<file path="config.mk">
export PLATFORM = sky130hd
export DESIGN_NAME = seven_segment_reader
export DESIGN_NICKNAME = d
export VERILOG_FILES = /design/src/rtl/seven_segment_reader.sv
export SDC_FILE = /design/constraint.sdc
export NUM_CORES = 1
export LEC_CHECK = 0
export CORE_ASPECT_RATIO = 1.4
export CORE_MARGIN = 3
export CORE_UTILIZATION = 47
export DETAILED_ROUTE_END_ITERATION = 7
export HOLD_SLACK_MARGIN = 0.1
export PLACE_DENSITY = 0.83
export SYNTH_ARGS = -nofsm -noshare
export SYNTH_HDL_FRONTEND = slang
export SYNTH_SLANG_ARGS = --single-unit
</file>
<file path="constraint.sdc">
create_clock -name clk -period 3.85 [get_ports clk]
set_input_delay 1.155 -clock clk [delete_from_list [all_inputs] [get_ports clk]]
set_output_delay 1.155 -clock clk [all_outputs]
set_load 0.005 [all_outputs]
</file>
<file path="src/rtl/seven_segment_reader.sv">
// Samples an externally driven two-digit seven-segment display and decodes each settled digit to hex.
// Optional macro SEVSEG_READER_ERRCNT_EN enables a saturating count of illegal captures on err_count.
module seven_segment_reader #(
    parameter int unsigned STABLE_CYCLES = 4
) (
    input  logic       clk,
    input  logic       reset_n,
    input  logic [6:0] seg,
    input  logic [1:0] an,
    output logic [3:0] digit0,
    output logic [3:0] digit1,
    output logic [1:0] valid,
    output logic [1:0] bad,
    output logic       upd,
    output logic [7:0] err_count
);

    typedef enum logic [1:0] {
        SETTLE = 2'd0,
        ARMED  = 2'd1,
        HELD   = 2'd2
    } state_t;

    localparam logic [7:0] STABLE_LAST = 8'(STABLE_CYCLES - 1);

    // Inverse of the hex display table; bit 4 flags a legal pattern.
    function automatic logic [4:0] f_decode(input logic [6:0] p);
        logic [4:0] d;
        case (p)
            7'b1000000: d = {1'b1, 4'h0};
            7'b1111001: d = {1'b1, 4'h1};
            7'b0100100: d = {1'b1, 4'h2};
            7'b0110000: d = {1'b1, 4'h3};
            7'b0011001: d = {1'b1, 4'h4};
            7'b0010010: d = {1'b1, 4'h5};
            7'b0000010: d = {1'b1, 4'h6};
            7'b1111000: d = {1'b1, 4'h7};
            7'b0000000: d = {1'b1, 4'h8};
            7'b0010000: d = {1'b1, 4'h9};
            7'b0001000: d = {1'b1, 4'hA};
            7'b0000011: d = {1'b1, 4'hB};
            7'b1000110: d = {1'b1, 4'hC};
            7'b0100001: d = {1'b1, 4'hD};
            7'b0000110: d = {1'b1, 4'hE};
            7'b0001110: d = {1'b1, 4'hF};
            default:    d = 5'b0_0000;
        endcase
        return d;
    endfunction

    logic [8:0] r_sync1;
    logic [8:0] r_sync2;
    state_t     r_state;
    state_t     w_state_nxt;
    logic [7:0] r_cnt;
    logic [7:0] w_cnt_nxt;
    logic       w_eval;
    logic [3:0] r_digit0;
    logic [3:0] r_digit1;
    logic [1:0] r_valid;
    logic [1:0] r_bad;
    logic       r_upd;

    // s changes on the edge where the second stage takes a differing first-stage value.
    logic       w_changed;
    logic [1:0] w_an;
    logic [6:0] w_seg;
    logic       w_sel0;
    logic       w_sel1;
    logic [4:0] w_dec;
    logic       w_cap;
    logic       w_legal;

    assign w_changed = (r_sync1 != r_sync2);
    assign w_an      = r_sync2[8:7];
    assign w_seg     = r_sync2[6:0];
    assign w_sel0    = (w_an == 2'b10);
    assign w_sel1    = (w_an == 2'b01);
    assign w_dec     = f_decode(w_seg);
    assign w_legal   = w_dec[4];
    assign w_cap     = w_eval && (w_sel0 || w_sel1) && (w_seg != 7'h7F);

    // Two-flop synchronizer for the asynchronous display pins.
    always_ff @(posedge clk or negedge reset_n) begin
        if (!reset_n) begin
            r_sync1 <= 9'h000;
            r_sync2 <= 9'h000;
        end else begin
            r_sync1 <= {an, seg};
            r_sync2 <= r_sync1;
        end
    end

    // Settle FSM state and stability counter.
    always_ff @(posedge clk or negedge reset_n) begin
        if (!reset_n) begin
            r_state <= SETTLE;
            r_cnt   <= 8'd0;
        end else begin
            r_state <= w_state_nxt;
            r_cnt   <= w_cnt_nxt;
        end
    end

    // Next-state logic: any change of s restarts the settle from zero.
    always_comb begin
        w_state_nxt = r_state;
        w_cnt_nxt   = r_cnt;
        w_eval      = (r_state == ARMED);
        if (w_changed) begin
            w_state_nxt = SETTLE;
            w_cnt_nxt   = 8'd0;
        end else begin
            case (r_state)
                SETTLE: begin
                    if (r_cnt == STABLE_LAST) begin
                        w_state_nxt = ARMED;
                        w_cnt_nxt   = 8'd0;
                    end else begin
                        w_cnt_nxt = r_cnt + 8'd1;
                    end
                end
                ARMED: begin
                    w_state_nxt = HELD;
                end
                HELD: begin
                    w_state_nxt = HELD;
                end
                default: begin
                    w_state_nxt = SETTLE;
                    w_cnt_nxt   = 8'd0;
                end
            endcase
        end
    end

    // Capture registers: a legal pattern loads the digit, an illegal one only flags it.
    always_ff @(posedge clk or negedge reset_n) begin
        if (!reset_n) begin
            r_digit0 <= 4'h0;
            r_digit1 <= 4'h0;
            r_valid  <= 2'b00;
            r_bad    <= 2'b00;
            r_upd    <= 1'b0;
        end else begin
            r_upd <= w_cap;
            if (w_cap && w_sel0) begin
                if (w_legal) begin
                    r_digit0   <= w_dec[3:0];
                    r_valid[0] <= 1'b1;
                    r_bad[0]   <= 1'b0;
                end else begin
                    r_bad[0] <= 1'b1;
                end
            end else if (w_cap && w_sel1) begin
                if (w_legal) begin
                    r_digit1   <= w_dec[3:0];
                    r_valid[1] <= 1'b1;
                    r_bad[1]   <= 1'b0;
                end else begin
                    r_bad[1] <= 1'b1;
                end
            end
        end
    end

`ifdef SEVSEG_READER_ERRCNT_EN
    logic [7:0] r_err_cnt;

    // Saturating count of illegal captures.
    always_ff @(posedge clk or negedge reset_n) begin
        if (!reset_n) begin
            r_err_cnt <= 8'h00;
        end else if (w_cap && !w_legal && (r_err_cnt != 8'hFF)) begin
            r_err_cnt <= r_err_cnt + 8'h01;
        end
    end

    assign err_count = r_err_cnt;
`else
    assign err_count = 8'h00;
`endif

    assign digit0 = r_digit0;
    assign digit1 = r_digit1;
    assign valid  = r_valid;
    assign bad    = r_bad;
    assign upd    = r_upd;

endmodule

</file>
==> flow_metrics.tcl <==
set metrics [dict create \
    endpoint_kind "primary output" \
    syn_avg_cell_area_sq_um 10.7 \
    crit_slowest_cell "sky130_fd_sc_hd__clkdlybuf4s50_1" \
    cp.depth 1 \
    setup_repair_after_global_routing_missed_its_margin "false" \
    worst_ep_arrival_time_ps 1150 \
    avgRoutedWirePerCell_microns 12.2 \
    synth_area_leaders "sky130_fd_sc_hd__dfrtp_1 50%, sky130_fd_sc_hd__xnor2_1 4.3%, sky130_fd_sc_hd__o21ai_0 3.9%" \
    timing.final.max_slew_violations 0 \
    first_pass_grt_wire_length_mm 5.51 \
    drt.antenna.violating_nets 0 \
    ys_types 53 \
    finalWorstSetupSlack_ps 1540 \
    area_growth_pct 15.6 \
    clock_path_buffers 2 \
    power.sequential.fraction_pct 53.9 \
    max_slew_margin_pct 43.7 \
    synth_top_family_by_area "simple AND/OR/NAND/NOR gates" \
    cts.sink_count 41 \
    vias 1439 \
    post_synth_instance_area_sq_um 2060 \
    cts_setup_buffers 0 \
    top_level_ports 32 \
    worst_setup_timing_slack_at_the_placement_stage_ps 1780 \
    fp.coreArea_sq_um 4090 \
    cp_max_fo 2 \
    tightest_hold_check_type "flop to flop" \
    holdBufCountCts 0 \
    synth_top_cell_area_share_pct 49.9 \
    maxClockFrequency_ghz 0.433 \
    count_of_antenna_diodes_in_the_layout 0 \
    power_report.internal_total_uw 658 \
    cts_inserted_buffers 5 \
    drv.max_cap_violation_count 0 \
    leakage_nw 0.978 \
    timing.final.crit_share_pct 60.0 \
    synth.yosys.warnings 0 \
    final_common_cell "sky130_fd_sc_hd__dfrtp_1" \
    synth-simple-area-share_pct 18.7 \
    peakVddDrop_v 0.000211 \
    postLayoutCoreUtil_pct 58.2 \
    r2r.worst_path.cells 5 \
    clock_latency_ps 300 \
    setup.worst_path.start_class "flop" \
    die-height_microns 84.3 \
    crit_family "buffers and inverters" \
    netlist_instances 192 \
    outcome "finished, final reports clean" \
    cts_root_buf "sky130_fd_sc_hd__clkbuf_8" \
    criticalPathCategory "flop to primary output" \
    tritoncts "done" \
    report.final.setup_viol 0 \
    setup_total_negative_slack_ps 0 \
    crit_required_ps 2690 \
    async_reset_ff_share_pct 100 \
    post_synth_top_flop "sky130_fd_sc_hd__dfrtp_1" \
    globalRoute.totalOverflow 0 \
    final_nets 229 \
    die_width_microns 61.9 \
    initialDrtViolationCount 23 \
    switching_power_uw 190 \
    synth_compound_gate_area_share_pct 13.9 \
    drive_gt1_share_pct 9.81 \
    power_density_nw_per_um2 357 \
    drc_viols 0 \
    crit_chain "clkdlybuf4s50_1" \
    timing.hold.worst_path_depth 0 \
    skew_ps 6.43 \
    worst_margin_pin_slew_ps 845 \
    detailedPlacementHpwl_mm 2.39 \
    cts.reportedPaths.clkPinSlew_ps 80 \
    synthDominantAreaCellType "sky130_fd_sc_hd__dfrtp_1" \
    worst_path_largest_cell_delay_ps 500 \
    fraction_of_synthesized_cell_area_in_xor_and_xnor_cells_pct 4.26 \
    first_global_vias 1267 \
    h-tree-depth 2 \
    initial_antenna_violation_count 0 \
    synth_seq_area_share_pct 49.9 \
    initial_utilization_pct 50.3 \
    detailed_place.area_sq_um 2260 \
    timing.hold.ws_ps 398 \
    cts-resized-gates 0 \
    place.gp.congestion 0.837 \
    wirelength_mm 3.31 \
    synth_adder_area_share_pct 3.04 \
    mostFrequentLayoutCells "41 x sky130_fd_sc_hd__dfrtp_1, 22 x sky130_fd_sc_hd__clkdlybuf4s50_1, 16 x sky130_fd_sc_hd__o21ai_0" \
    finalHoldViolations 0 \
    pwr-share-clk_pct 40.4 \
    via_per_inst 5.29 \
    synth_edf_count 0 \
    synthMuxAreaShare_pct 2.68 \
    die-area_sq_um 5220 \
    groute.usage.overall_pct 14.0 \
    critical_path.n_buffers_inverters 1 \
    pwr-share-comb_pct 5.7 \
    ys_seq_elements 41 \
    largest_net_degree_at_the_start_of_global_routing 42 \
    std_cell_rows 27 \
    placement.io_buffers 23 \
    final.min_clock_period_ps 2310 \
    cell_area_after_layout_sq_um 2380 \
    drtPass1Iterations 4 \
    switching_share_pct 22.4 \
]
[worst paths after layout]
path,start,end,slack (ps)
setup / recovery,bad[1],bad[1],1540
hold / removal,r_sync1[5],r_sync2[5],400
setup reg to reg,r_sync2[3],digit1[0],1770
hold reg to reg,r_sync1[5],r_sync2[5],400
max in group asynchronous,reset_n,r_cnt[1],2350
min in group asynchronous,reset_n,digit1[1],960
[Yosys cell counts (all sizes together), types with 2 or more instances]
cell and number:
nand4 3, nand3b 2, nand3 5, nor3b 2, dfrtp 41, inv 9
nand2 12, nor4 3, and3b 2, xnor2 10, a211oi 2, or3 6
nor4b 2, or2 2, ha 5, o41ai 2, or4b 3, o22ai 2
nor3 5, o21ai 17, mux2 4, and3 2, buf 15, nor2 7
a21oi 11
[power by group through the flow]
stage / Combinational (mW) / Clock, mW / Sequential (mW)
2_1_floorplan: 0.0459 / 0 / 0.455
3_3_place_gp: 0.0485 / 0 / 0.465
3_5_place_dp: 0.0491 / 0 / 0.466
4_1_cts: 0.0493 / 0.354 / 0.457
5_1_grt: 0.0548 / 0.367 / 0.459
6_report: 0.0483 / 0.342 / 0.457
[sequential cells by signal, indices dropped and copies added (netlist names), 2 cells and up]
| name | count |
|---|---|
| bad | 2 |
| digit0 | 4 |
| digit1 | 4 |
| r_cnt | 8 |
| r_state | 2 |
| r_sync1 | 9 |
| r_sync2 | 9 |
| valid | 2 |
[metrics by stage]
step | power, mW | instances
finish | 0.848 | 272
global route | 0.881 | 272
CTS | 0.860 | 272
detailed placement | 0.515 | 264
global placement | 0.513 | 264
floorplan | 0.501 | 199
[area by class of cell]
type / instances / area [sq um]
fillers: 344 / 1710
flip-flops and latches: 41 / 1030
multi-input cells: 133 / 906
repair buffers: 23 / 225
well taps: 58 / 72.6
clock buffers: 5 / 68.8
clock inverters: 3 / 46.3
inverters: 9 / 33.8
[cell families after synthesis]
kind of cell | count (synthesis)
DFF | 41
and+or+nand+nor | 63
AOI/OAI and AO/OA | 42
buffers and inverters | 25
xor gates and xnor gates | 10
muxes | 5
adders and majority gates | 5
other | 1
[per-layer routing]
layer | vias up | global-route usage (%) | part of all wire (%)
met2 | 41 | 21.4 | 50
met5 | - | 0 | 0
met3 | 8 | 4.15 | 4.3
met1 | 673 | 16.7 | 43
li1 | 717 | - | -
met4 | 0 | 8.49 | 3.1
(Power assumes the default switching activity.)
